File: src/rtl/serial_frame_tx_if.sv
// Word handshake between an upstream producer and serial_frame_tx.
// The producer drives i_valid/i_data; the transmitter answers with o_ready.
interface serial_frame_tx_if #(
    parameter int WIDTH = 8
);
    logic             i_valid;
    logic [WIDTH-1:0] i_data;
    logic             o_ready;

    modport master (output i_valid, output i_data, input o_ready);
    modport slave  (input i_valid, input i_data, output o_ready);
endinterface

File: src/rtl/serial_frame_tx.sv
// serial_frame_tx: framed single-wire serial transmitter.
// Frame: start bit (0), WIDTH data bits LSB first, optional even parity bit,
// STOP_BITS stop bits (1). Each line bit is held CLKS_PER_BIT clocks.
// Optional feature: define SERIAL_FRAME_TX_PARITY_EN to insert the parity bit.
module serial_frame_tx #(
    parameter int WIDTH        = 8,
    parameter int CLKS_PER_BIT = 4,
    parameter int STOP_BITS    = 1
) (
    input  logic               i_clk,
    input  logic               i_rst,
    serial_frame_tx_if.slave   s_if,
    output logic               o_data_a,
    output logic               o_busy,
    output logic               o_done
);

    localparam int BIT_W = $clog2(WIDTH + 1);
    localparam int DIV_W = (CLKS_PER_BIT > 1) ? $clog2(CLKS_PER_BIT) : 1;

    typedef enum logic [2:0] {
        S_IDLE,
        S_START,
        S_DATA,
`ifdef SERIAL_FRAME_TX_PARITY_EN
        S_PARITY,
`endif
        S_STOP
    } state_t;

    state_t             r_state, w_state_nxt;
    logic [DIV_W-1:0]   r_div, w_div_nxt;
    logic [BIT_W-1:0]   r_bit, w_bit_nxt;
    logic [WIDTH-1:0]   r_shift, w_shift_nxt;
    logic               r_line, w_line_nxt;
    logic               r_done, w_done_nxt;
    logic               w_tick;
    logic               w_last_data;
    logic               w_last_stop;
`ifdef SERIAL_FRAME_TX_PARITY_EN
    logic               r_parity, w_parity_nxt;

    // Even parity: XOR of every captured data bit.
    function automatic logic f_even_parity(input logic [WIDTH-1:0] d);
        return ^d;
    endfunction
`endif

    // End of the current line bit and end-of-sequence markers.
    assign w_tick      = (r_div == DIV_W'(CLKS_PER_BIT - 1));
    assign w_last_data = (r_bit == BIT_W'(WIDTH - 1));
    assign w_last_stop = (r_bit == BIT_W'(STOP_BITS - 1));

    // Next-state, counter, shift and line-level decisions.
    always_comb begin
        w_state_nxt = r_state;
        w_div_nxt   = r_div;
        w_bit_nxt   = r_bit;
        w_shift_nxt = r_shift;
        w_done_nxt  = 1'b0;
        w_line_nxt  = 1'b1;
`ifdef SERIAL_FRAME_TX_PARITY_EN
        w_parity_nxt = r_parity;
`endif
        case (r_state)
            S_IDLE: begin
                w_div_nxt = '0;
                w_bit_nxt = '0;
                // o_ready is high throughout IDLE, so i_valid alone completes the handshake
                if (s_if.i_valid) begin
                    w_state_nxt = S_START;
                    w_shift_nxt = s_if.i_data;
`ifdef SERIAL_FRAME_TX_PARITY_EN
                    w_parity_nxt = f_even_parity(s_if.i_data);
`endif
                end
            end
            S_START: begin
                if (w_tick) begin
                    w_div_nxt   = '0;
                    w_state_nxt = S_DATA;
                end else begin
                    w_div_nxt = r_div + DIV_W'(1);
                end
            end
            S_DATA: begin
                if (w_tick) begin
                    w_div_nxt   = '0;
                    w_shift_nxt = r_shift >> 1;
                    if (w_last_data) begin
                        w_bit_nxt = '0;
`ifdef SERIAL_FRAME_TX_PARITY_EN
                        w_state_nxt = S_PARITY;
`else
                        w_state_nxt = S_STOP;
`endif
                    end else begin
                        w_bit_nxt = r_bit + BIT_W'(1);
                    end
                end else begin
                    w_div_nxt = r_div + DIV_W'(1);
                end
            end
`ifdef SERIAL_FRAME_TX_PARITY_EN
            S_PARITY: begin
                if (w_tick) begin
                    w_div_nxt   = '0;
                    w_state_nxt = S_STOP;
                end else begin
                    w_div_nxt = r_div + DIV_W'(1);
                end
            end
`endif
            S_STOP: begin
                // the bit counter is reused to count stop bits
                if (w_tick) begin
                    w_div_nxt = '0;
                    if (w_last_stop) begin
                        w_bit_nxt   = '0;
                        w_state_nxt = S_IDLE;
                        w_done_nxt  = 1'b1;
                    end else begin
                        w_bit_nxt = r_bit + BIT_W'(1);
                    end
                end else begin
                    w_div_nxt = r_div + DIV_W'(1);
                end
            end
            default: begin
                w_state_nxt = S_IDLE;
                w_div_nxt   = '0;
                w_bit_nxt   = '0;
            end
        endcase

        // line level for the coming cycle, so o_data_a leaves a flop
        case (w_state_nxt)
            S_START:  w_line_nxt = 1'b0;
            S_DATA:   w_line_nxt = w_shift_nxt[0];
`ifdef SERIAL_FRAME_TX_PARITY_EN
            S_PARITY: w_line_nxt = w_parity_nxt;
`endif
            default:  w_line_nxt = 1'b1;
        endcase
    end

    // State, counters, shift register and registered line/done outputs.
    always_ff @(posedge i_clk) begin
        if (i_rst) begin
            r_state <= S_IDLE;
            r_div   <= '0;
            r_bit   <= '0;
            r_shift <= '0;
            r_line  <= 1'b1;
            r_done  <= 1'b0;
`ifdef SERIAL_FRAME_TX_PARITY_EN
            r_parity <= 1'b0;
`endif
        end else begin
            r_state <= w_state_nxt;
            r_div   <= w_div_nxt;
            r_bit   <= w_bit_nxt;
            r_shift <= w_shift_nxt;
            r_line  <= w_line_nxt;
            r_done  <= w_done_nxt;
`ifdef SERIAL_FRAME_TX_PARITY_EN
            r_parity <= w_parity_nxt;
`endif
        end
    end

    assign s_if.o_ready = (r_state == S_IDLE);
    assign o_busy       = (r_state != S_IDLE);
    assign o_done       = r_done;
    assign o_data_a     = r_line;

endmodule

File: src/flat_wrapper.sv
// flat-port wrapper written by rule: the top's interface ports become plain ports
module serial_frame_tx_flat 
#(
    parameter int WIDTH        = 8,
    parameter int CLKS_PER_BIT = 4,
    parameter int STOP_BITS    = 1
)
  (i_clk, i_rst, o_data_a, o_busy, o_done, s_if_i_valid, s_if_i_data, s_if_o_ready);
  serial_frame_tx_if #(.WIDTH(WIDTH)) s_if_i ();
  input  logic i_clk;
  input  logic i_rst;
  output logic o_data_a;
  output logic o_busy;
  output logic o_done;
  input wire logic [$bits(s_if_i.i_valid)-1:0] s_if_i_valid;
  input wire logic [$bits(s_if_i.i_data)-1:0] s_if_i_data;
  output wire logic [$bits(s_if_i.o_ready)-1:0] s_if_o_ready;
  assign s_if_i.i_valid = s_if_i_valid;
  assign s_if_i.i_data = s_if_i_data;
  assign s_if_o_ready = s_if_i.o_ready;
  serial_frame_tx #(.WIDTH(WIDTH), .CLKS_PER_BIT(CLKS_PER_BIT), .STOP_BITS(STOP_BITS)) u_core (.i_clk(i_clk), .i_rst(i_rst), .s_if(s_if_i), .o_data_a(o_data_a), .o_busy(o_busy), .o_done(o_done));
endmodule
File: config.mk
export PLATFORM = sky130hd
export DESIGN_NAME = serial_frame_tx_flat
export DESIGN_NICKNAME = d
export VERILOG_FILES = /design/src/rtl/serial_frame_tx_if.sv /design/src/rtl/serial_frame_tx.sv /design/src/flat_wrapper.sv
export SDC_FILE = /design/constraint.sdc
export NUM_CORES = 1
export LEC_CHECK = 0
export BUFFER_PORTS_ARGS = -buffer_cell sky130_fd_sc_hd__buf_2
export CORE_UTILIZATION = 35
export CTS_CLUSTER_DIAMETER = 80
export DETAILED_ROUTE_END_ITERATION = 16
export GPL_ROUTABILITY_DRIVEN = 0
export PLACE_DENSITY_LB_ADDON = 0.3
export SETUP_SLACK_MARGIN = 0.5
export SYNTH_ARGS = -nofsm -noshare
export SYNTH_HDL_FRONTEND = slang
export SYNTH_SLANG_ARGS = --single-unit
File: constraint.sdc
create_clock -name i_clk -period 1.7 [get_ports i_clk]
set_clock_uncertainty 0.2 [all_clocks]
set_input_delay 0.085 -clock i_clk [delete_from_list [all_inputs] [get_ports i_clk]]
set_output_delay 0.085 -clock i_clk [all_outputs]
set_load 0.005 [all_outputs]
Word-level counts from Yosys, hierarchy flattened --
Index checks and enable logic that the tools add are counted.
Storage, ports and cells: register bits after elaboration 19, bits in latches 0, memory bits (writable) 0, bits in read-only memories 0, logic and storage cells 49, memories 0
Cells by class: $add $sub $neg 2, multiply operators 0, divide/modulo/power cells 0, order comparisons 0, equal/unequal tests 10, shifts and indexed selects 0, mux-type cells 17, bitwise logic cells 4, reductions and logical operators 9
Operator list (number):
- $mux 3 | 6
- $mux 4 | 4
- $mux 8 | 2
- $pmux 8 s2 | 1
- $pmux 3 s4 | 1
- $pmux 4 s3 | 1
- $eq 3x2->1 const B | 3
- $reduce_or 3->1 | 3
- $eq 3x1->1 const B | 2
- $reduce_and 3->1 | 2
- $add 4x1->4 const B | 1
- $eq 4x3->1 const B | 1
- $logic_not 4->1 | 1
- $ne 2x1->1 const B | 2
- $not 1->1 | 4
- $logic_not 3->1 | 1
- $reduce_bool 3->1 | 1
- $add 2x1->2 const B | 1
- $eq 2x2->1 const B | 1
- $ne 2x2->1 const B | 1
- $pmux 1 s2 | 1
- $reduce_bool 2->1 | 1
- $mux 1 | 1

Depth between registers and ports, before layout --
Gate-level depths: netlist of run 1.
depth in word-level cells 6, depth in mapped cells 7, depth with buffers taken out 7

Worst setup path before layout of run 1 --
OpenSTA, ideal clock, no wires.
path kind flip-flop to flip-flop, start point register u_core.r_div[0], end point register u_core.r_line (netlist: u_core.o_data_a), data arrival time 1.510 ns, required time 1.386 ns, setup slack -0.124 ns, cell stages (with the launch flop) 8, cells stage by stage dfxtp_1 -> ha_1 -> nor4bb_1 -> buf_4 -> nor2_4 -> a21oi_2 -> nand3b_1 -> a21o_1
Between the ends: word-level cells in the longest chain between the ends 5, elaborated cells on any way between the ends 10, classes of those cells 3 x eq/ne; 7 x mux
RTL lines:
- start: declaration | line serial_frame_tx.sv:32 | logic [DIV_W-1:0] r_div, w_div_nxt;
- start signal: assignment | line serial_frame_tx.sv:161 | r_div <= w_div_nxt;
- $eq 2x2->1 (*) | line serial_frame_tx.sv:50 | assign w_tick = (r_div == DIV_W'(CLKS_PER_BIT - 1));
- $mux 3 (on tied branches) | line serial_frame_tx.sv:116, serial_frame_tx.sv:87, serial_frame_tx.sv:79
- $pmux 3 s4 | line serial_frame_tx.sv:65 | case (r_state)
- $eq 3x2->1 / $eq 3x1->1 (equally long branches) | line serial_frame_tx.sv:137 | case (w_state_nxt)
- $pmux 1 s2 (*) | line serial_frame_tx.sv:137
- end signal: assignment | line serial_frame_tx.sv:164 | r_line <= w_line_nxt;
- end: declaration | line serial_frame_tx.sv:35 | logic r_line, w_line_nxt;
Every way passes the cells marked *; elsewhere a longest branch is shown, timed or not. The select of a mux whose other input is x is not followed. A chain may end at the register's enable or synchronous reset.

Worst setup path after layout of run 1 --
Same ends and word-level chain as after synthesis.

==> results of run 1 <==
## Yosys cell counts (all sizes together) (2+ instances only)
cell type  instances  share of area
buf                3          0.033
nor4b              3          0.045
or3                3          0.022
nand3b             3          0.025
a21oi             12          0.070
dfxtp             19           0.41
nor2b              3          0.023
inv                4          0.016
nand2              7          0.029
or4                2          0.016
o21ai              4          0.022
ha                 3          0.041
a22oi              8          0.065
nor2              10          0.057
## power breakdown
part	switching, uW	internal [uW]
clock	147	87.7
combinational	44.6	64.8
sequential	9.43	455
total	201	607
## registers in the layout (all words and copies together), names as in the netlist
register         cells
u_core.o_data_a      1
u_core.r_bit         4
u_core.o_done        1
u_core.r_shift       8
u_core.r_state       3
u_core.r_div         2
## layout make-up
| class | instances | share of cell area |
|---|---|---|
| Clock buffer | 3 | 0.0159 |
| Clock inverter | 1 | 0.00353 |
| Multi-Input combinational cell | 72 | 0.425 |
| Inverter | 4 | 0.0106 |
| Timing Repair Buffer | 41 | 0.241 |
| Tap cell | 30 | 0.0265 |
| Sequential cell | 19 | 0.278 |
## per-layer routing
metal	vias to the layer above	track usage
met5	-	0
met4	0	0.0658
met3	4	0.0345
met2	13	0.319
met1	408	0.192
li1	438	-
## per-stage QoR
step           utilization  instance area, um2  worst slack (ns)  cells  total power [uW]
2_1_floorplan            -                 942           0.00971     99               514
5_1_grt              0.572                1420           -0.0745    170               847
4_1_cts              0.550                1360           -0.0141    169               816
3_3_place_gp         0.466                1150           -0.0247    154               549
6_report             0.572                1420           -0.0171    170               809
3_5_place_dp         0.466                1150           -0.0356    154               551
## worst register-to-register path, cell delays in order (launching register included)
cell      delay (ns)
dfxtp_2         0.35
ha_4            0.18
nor4bb_2        0.17
buf_4           0.15
a22o_1          0.23
a21oi_2         0.12
nand3b_1        0.09
a21o_1          0.15
## path summary, 6_finish.rpt
kind | from | endpoint
max | u_core.r_div[0] | u_core.o_data_a
min | i_rst | u_core.r_state[0]
max reg2reg | u_core.r_div[0] | u_core.o_data_a
min reg2reg | u_core.r_div[0] | u_core.r_div[0]
## cell families after synthesis
family	share of synthesized area
other cells	0.00409
mux	0.0109
fa+ha+maj	0.0409
flops	0.415
compound gates	0.207
simple gates	0.269
buf+inv	0.0532
## timing repair
item | 4_1_cts | 5_1_grt
resized for setup | 20 | 9
pin swaps | 4 | 2
endpoints found under the setup margin | 20 | 20
buffers inserted | 3 | 1
hold endpoints to repair | 13 | 6
==> metrics.yaml, run 1 <==
final_layout:
  n_antenna_cell: 0
  nNetsFinal: 155
  drive_gt1_frac: 0.521
  final_common_cell: "buf_4"
  fillers: 230
  multi_input_area_um2: 602
  seq_area_um2: 394
  final_cell_mix: "buf_4, buf_2, dfxtp_1"
  area_growth_pct: 54.6
worst_setup_path:
  worst-path-stages: 7
  crit_arrival_ns: 1.73
  worst-path-max-fanout: 5
  worst_path_max_delay_cell: "dfxtp_2"
  cp_cell_sequence: "ha_4, nor4bb_2, buf_4, a22o_1, a21oi_2, nand3b_1, a21o_1"
  reg2reg_slack_ns: -0.02
  crit_required_ns: 1.71
  cp-start-kind: "flip-flop"
  cpPeakStageDelay_ns: 0.35
  crit_buf_inv: 1
  path_class: "reg2reg"
  cp-end-kind: "flip-flop"
  crit_family: "compound AO/OA/AOI/OAI gates"
  r2r_cells: 7
grt:
  grt-ovfl-total: 0
  grt_usage: 0.173
  antenna_found_initial: 0
  first_global_vias: 849
  grt_start_max_net_pins: 14
  grt_pass1_wl_um: 3500
synth:
  synth_edf_count: 0
  synthArstFlopShare: 0
  ys_seq_area_frac: 0.415
  synth_flop_cell: "dfxtp_1"
  syn_nets: 113
  ys_types: 35
  yosysWarnings: 0
  netlist_instances: 99
  syn_area_per_cell_um2: 9.26
  synth_area_um2: 917
  ys_ff_latch: 19
die:
  num_rows: 18
  num_io_pins: 15
  fp.coreArea_mm2: 0.00248
  die_h_um: 53.2
  start_util: 0.370
  die_x_um: 53.2
  die-area_mm2: 0.00283
clock_network:
  h-tree-depth: 1
  root_buffer: "clkbuf_4"
  tritoncts: "built"
  cts_buffers: 3
  clockBufferDepth: 2
  ctsHoldBuffers: 8
  numClockSinks: 19
  path_clk_slew_ns: 0.12
  clk_latency_ns: 0.30
route:
  drc_errors: 0
  dr.first_iter.drc_count: 6
  first_pass_iters: 4
  met2_length_um: 1080
  totalWireLength_um: 2090
  highest_layer: "met4"
  antenna_left: 0
  avgViaCountPerCell: 5.08
  wl_met3_um: 43
  wl_per_cell_um: 12.3
  wl_met1_um: 946
  num_vias: 863
sta:
  fin_ws_ns: -0.0171
  hold_viol_final: 6
  slew_viol_final: 0
  fin_crit_sh: 1.01
  fin_hold_ws_ns: -0.0975
  setup_viol: 2
  rsz0062_at_grt: "yes"
  setup-tns-final_ns: -0.0179
  max_freq_ghz: 0.582
  period_minus_slack_ns: 1.72
place:
  port_buffers: 14
  hpwlAfterDp_um: 1420
worst_hold_path:
  hold_depth: 3
  hold_class: "in2reg"
status:
  status: "finished with violations"
  violations: "negative hold slack, negative setup slack"
pwr:
  power_density_mw_per_mm2: 570
  vdd_drop_max_uv: 376
  p_leak_uw: 0.000533
job:
  maxCapViolCount: 0
Note: power is estimated with default switching activity, not from simulation.
==> run 2: changes to the inputs <==
ABC_AREA = 1   (was unset)
REMOVE_ABC_BUFFERS = 1   (was unset)
==> metrics.yaml, run 2 <==
clock_network:
  tritoncts: "built"
  clockBufferDepth: 2
  root_buffer: "clkbuf_4"
  numClockSinks: 19
  path_clk_slew_ns: 0.10
  cts_buffers: 3
  h-tree-depth: 1
  clk_latency_ns: 0.30
synth:
  yosysWarnings: 0
  synth_xor_area_frac: 0
  synth_flop_cell: "dfxtp_1"
  ys_ff_latch: 19
  synth.most_common_cell: "nand2_1"
  netlist_instances: 127
  synth_top_family_by_area: "simple AND/OR/NAND/NOR gates"
  yosys.area.top_type: "dfxtp_1"
  synthMuxAreaShare: 0
  synth_area_um2: 935
  synth_top_area_frac: 0.407
  synthTopCellsByArea: "dfxtp_1, nand2_1, inv_1"
  synth_edf_count: 0
  ys_types: 19
  synthArstFlopShare: 0
  synth-simple-area-share: 0.324
  syn_area_per_cell_um2: 7.36
  ys_top_cells_by_count: "nand2_1, dfxtp_1, inv_1"
  synth_compound_area_frac: 0.153
  synthAdderAreaFrac: 0.0402
  ys_seq_area_frac: 0.407
die:
  num_rows: 18
  die_h_um: 53.7
  start_util: 0.374
  die_x_um: 53.7
  num_io_pins: 15
  fp.coreArea_mm2: 0.00250
  die-area_mm2: 0.00288
sta:
  hold_viol_final: 0
  fin_crit_sh: 0.843
  setup-tns-final_ns: 0
  fin_hold_ws_ns: 0.0337
  max_freq_ghz: 0.698
  slew_viol_final: 0
  rsz0062_at_grt: "yes"
  period_minus_slack_ns: 1.43
  setup_viol: 0
route:
  first_pass_iters: 4
  num_vias: 956
  antenna_left: 0
  dr.first_iter.drc_count: 38
  drc_errors: 0
  avgViaCountPerCell: 5.01
  totalWireLength_um: 2330
  wl_per_cell_um: 12.2
final_layout:
  nNetsFinal: 176
  drive_gt1_frac: 0.447
  n_antenna_cell: 0
  instances_no_fill: 191
  area_growth_pct: 48.9
  largest_register: "u_core.r_shift"
  fin_area_mm2: 0.00139
  final_common_cell: "nand2_1"
  fillers: 214
  largest_register_ffs: 8
  largestRegisters: "u_core.r_shift: 8 flops, u_core.r_bit: 4 flops, u_core.r_state: 3 flops"
  final_cell_mix: "nand2_1, buf_2, inv_1"
pwr:
  p_sw_frac: 0.255
  p_int_uw: 595
  combPwrFrac: 0.128
  vdd_drop_max_uv: 426
  p_seq_frac: 0.583
  p_sw_uw: 203
  p_leak_uw: 0.000572
  power.share.clock: 0.289
  power_density_mw_per_mm2: 574
grt:
  grt-ovfl-total: 0
  grt_usage: 0.168
  first_global_vias: 796
  grt_start_max_net_pins: 12
  antenna_found_initial: 0
  grt_pass1_wl_um: 3440
place:
  port_buffers: 14
  place_inst: 170
  postPlaceCellArea_mm2: 0.00104
  hpwlAfterDp_um: 1310
status:
  status: "finished clean"
worst_setup_path:
  worst-path-max-fanout: 7
  crit_arrival_ns: 1.43
  cp-end-kind: "flip-flop"
  path_class: "reg2reg"
  crit_required_ns: 1.69
  cp-start-kind: "flip-flop"
job:
  maxCapViolCount: 0
worst_hold_path:
  hold_class: "in2reg"
-- run 2: cell count changes after synthesis, moves of 3 or more --
cell,delta
o21ai_0,+3
inv_1,+11
nand3_1,+10
nor2_1,+3
nand3b_1,-3
nor2_4,+3
nand2_1,+20
-- run 2: final cells by class --
type / count / area [um2] / share of cell area
Clock buffer: 4 / 26.3 / 0.0189
Multi-Input combinational cell: 90 / 633 / 0.455
Sequential cell: 19 / 399 / 0.287
Timing Repair Buffer: 31 / 226 / 0.163
Inverter: 17 / 68.8 / 0.0495
Tap cell: 30 / 37.5 / 0.0270
-- run 2: through the flow --
step            util  worst slack, ns  total power [uW]
2_1_floorplan      -            0.307               523
3_3_place_gp   0.415            0.214               552
3_5_place_dp   0.415            0.187               553
4_1_cts        0.511            0.294               789
5_1_grt        0.557            0.177               840
6_report       0.557            0.267               799
-- run 2: worst max-delay path, cell delays in order, from the launching register on --
cell and delay [ns]:
dfxtp_2 0.42, inv_2 0.10, nor2_2 0.17, nand2_4 0.07, inv_2 0.06, nor2_4 0.04, o21bai_1 0.18, nand3_1 0.08
-- run 2: final timing paths --
path                  endpoint  slack, ns  cells after the start               from
max reg2reg    u_core.o_data_a       0.27                      7  u_core.r_state[0]
min reg2reg    u_core.r_div[0]       0.24                      1    u_core.r_div[0]
min          u_core.r_shift[0]       0.03                      7     s_if_i_data[0]
max            u_core.o_data_a       0.27                      7  u_core.r_state[0]
-- run 2: routing by layer --
| layer | vias to the layer above | track usage | routed length (um) |
|---|---|---|---|
| li1 | 483 | - | - |
| met1 | 448 | 0.202 | 966 |
| met2 | 21 | 0.284 | 1240 |
| met3 | 4 | 0.0508 | 74 |
| met4 | 0 | 0.0526 | 44 |
| met5 | - | 0 | 0 |
-- run 2: power by group through the flow --
| stage | sequential, uW | combinational, uW | clock, uW |
|---|---|---|---|
| floorplan | 477 | 46.1 | 0 |
| global placement | 479 | 72.8 | 0 |
| detailed placement | 479 | 74.2 | 0 |
| CTS | 466 | 90.7 | 232 |
| global route | 467 | 112 | 261 |
| finish | 465 | 102 | 231 |
-- run 2: cell families (layout without fill, tap and decap cells) --
group,Yosys count,in the layout
and+or+nand+nor,61,61
AOI/OAI and AO/OA,25,25
DFF,19,19
buffers and inverters,18,52
adders and majority gates,3,3
other,1,1
-- run 2: timing repair --
item / in CTS / in global routing
setup buffers: 5 / 3
endpoints found under the hold margin: 11 / 7
setup endpoints to repair: 20 / 20
pin swaps: 8 / 14
gates resized for setup: 31 / 24
hold buffers: 8 / 1
==> run 3: changes to the inputs <==
clock period = 1.45 ns   (was 1.7 ns; I/O delays follow)
==> metrics.yaml, run 3 (same netlist as run 2, synthesis figures left out) <==
worst_setup_path:
  cpPeakStageDelay_ns: 0.39
  crit_arrival_ns: 1.47
  cp-start-kind: "flip-flop"
  crit_required_ns: 1.49
  cp_cell_sequence: "nor2_4, nand2_4, nor2_4, a22oi_1, a21oi_1"
  crit_top_cell: "nor2_4"
  worst-path-max-fanout: 8
  path_class: "reg2reg"
  cp-end-kind: "flip-flop"
  crit_family: "simple AND/OR/NAND/NOR gates"
  crit_buf_inv: 0
  worst_path_max_delay_cell: "dfxtp_4"
pwr:
  vdd_drop_max_uv: 501
  p_leak_uw: 0.000528
  combPwrFrac: 0.124
  power.share.clock: 0.295
  p_int_uw: 694
  power_density_mw_per_mm2: 728
  p_sw_frac: 0.262
  p_sw_uw: 246
  p_seq_frac: 0.581
status:
  violations: "negative hold slack"
  status: "finished with violations"
place:
  port_buffers: 14
  postPlaceCellArea_mm2: 0.00108
  hpwlAfterDp_um: 1460
  place_ws_ns: -0.0519
sta:
  period_minus_slack_ns: 1.43
  hold_viol_final: 11
  max_freq_ghz: 0.701
  fin_crit_sh: 0.983
  setup_viol: 0
  rsz0062_at_grt: "yes"
  slew_viol_final: 0
  fin_hold_ws_ns: -0.146
  fin_ws_ns: 0.0239
die:
  die_x_um: 53.7
  num_io_pins: 15
  fp.coreArea_mm2: 0.00250
  num_rows: 18
  start_util: 0.374
  die-area_mm2: 0.00288
  die_h_um: 53.7
route:
  drc_errors: 0
  num_vias: 882
  dr.first_iter.drc_count: 11
  wl_per_cell_um: 10.9
  totalWireLength_um: 2030
  avgViaCountPerCell: 4.77
  first_pass_iters: 4
  antenna_left: 0
grt:
  antenna_found_initial: 0
  first_global_vias: 734
  grt_pass1_wl_um: 3120
  grt-ovfl-total: 0
  grt_start_max_net_pins: 13
  grt_usage: 0.150
worst_hold_path:
  hold_class: "in2reg"
clock_network:
  h-tree-depth: 1
  tritoncts: "built"
  cts_buffers: 3
  numClockSinks: 19
  path_clk_slew_ns: 0.12
  clk_latency_ns: 0.30
  ctsHoldBuffers: 1
  clockBufferDepth: 2
  root_buffer: "clkbuf_4"
final_layout:
  final_common_cell: "nand2_1"
  largest_register_ffs: 8
  drive_gt1_frac: 0.439
  fin_area_mm2: 0.00129
  largestRegisters: "u_core.r_shift: 8 flops, u_core.r_bit: 4 flops, u_core.r_state: 3 flops"
  n_antenna_cell: 0
  final_cell_mix: "nand2_1, buf_2, dfxtp_1"
  area_growth_pct: 38.0
  nNetsFinal: 170
  largest_register: "u_core.r_shift"
job:
  maxCapViolCount: 0
## run 3: cell count changes in the layout (fill, tap and decap cells not counted), moves of 2 or more
cell	previous run	this run
dlygate4sd3_1	9	1
nand2_1	20	22
buf_6	1	3
nand2_4	5	2
dfxtp_1	10	12
nor2_1	7	9
## run 3: cell type report
cell class	instances	area (um2)
timing repair buffer	25	171
clock buffer	3	22.5
clock inverter	1	5.00
inverter	17	71.3
tap	30	37.5
multi-input combinational	90	588
sequential	19	394
fill	240	1210
## run 3: layer usage
layer	share of wire	GRT usage
met1	0.47	0.188
met2	0.49	0.241
met3	0.024	0.0282
met4	0.015	0.0789
met5	0	0
## run 3: final timing paths
path / depth (start not counted) / endpoint / slack (ns) / start
worst min register to register: 1 / u_core.r_div[0] / 0.23 / u_core.r_div[0]
worst max-delay path: 5 / u_core.r_shift[1] / 0.02 / u_core.r_state[2]
worst max register to register: 5 / u_core.r_shift[1] / 0.02 / u_core.r_state[2]
worst min-delay path: 3 / u_core.r_shift[3] / -0.15 / s_if_i_data[3]
## run 3: power by group through the flow
stage | clock, uW | combinational, uW | sequential [uW]
2_1_floorplan | 0 | 54.0 | 559
3_3_place_gp | 0 | 91.4 | 559
3_5_place_dp | 0 | 92.2 | 560
4_1_cts | 282 | 106 | 546
5_1_grt | 301 | 127 | 548
6_report | 277 | 117 | 546
## run 3: timing repair
action | CTS | global route
setup buffers | 4 | 1
pin swaps | 16 | 4
endpoints found under the setup margin | 22 | 22
hold endpoints to repair | 11 | 11
gates resized for setup | 37 | 7
## run 3: tightest hold or removal path, delay by kind of cell
| kind | cells | cell delay, ns |
|---|---|---|
| buffers and inverters | 1 | 0.07 |
| AOI/OAI and AO/OA | 2 | 0.18 |
## run 3: stage by stage
step / hold WS (ns) / instances / total power, uW / TNS (ns) / util
detailed placement: 0.142 / 175 / 652 / -0.139 / 0.430
floorplan: -0.0584 / 126 / 613 / 0 / -
CTS: -0.149 / 184 / 934 / 0 / 0.502
global route: -0.145 / 185 / 977 / -0.256 / 0.516
finish: -0.146 / 185 / 939 / 0 / 0.516
global placement: 0.132 / 175 / 651 / 0 / 0.430
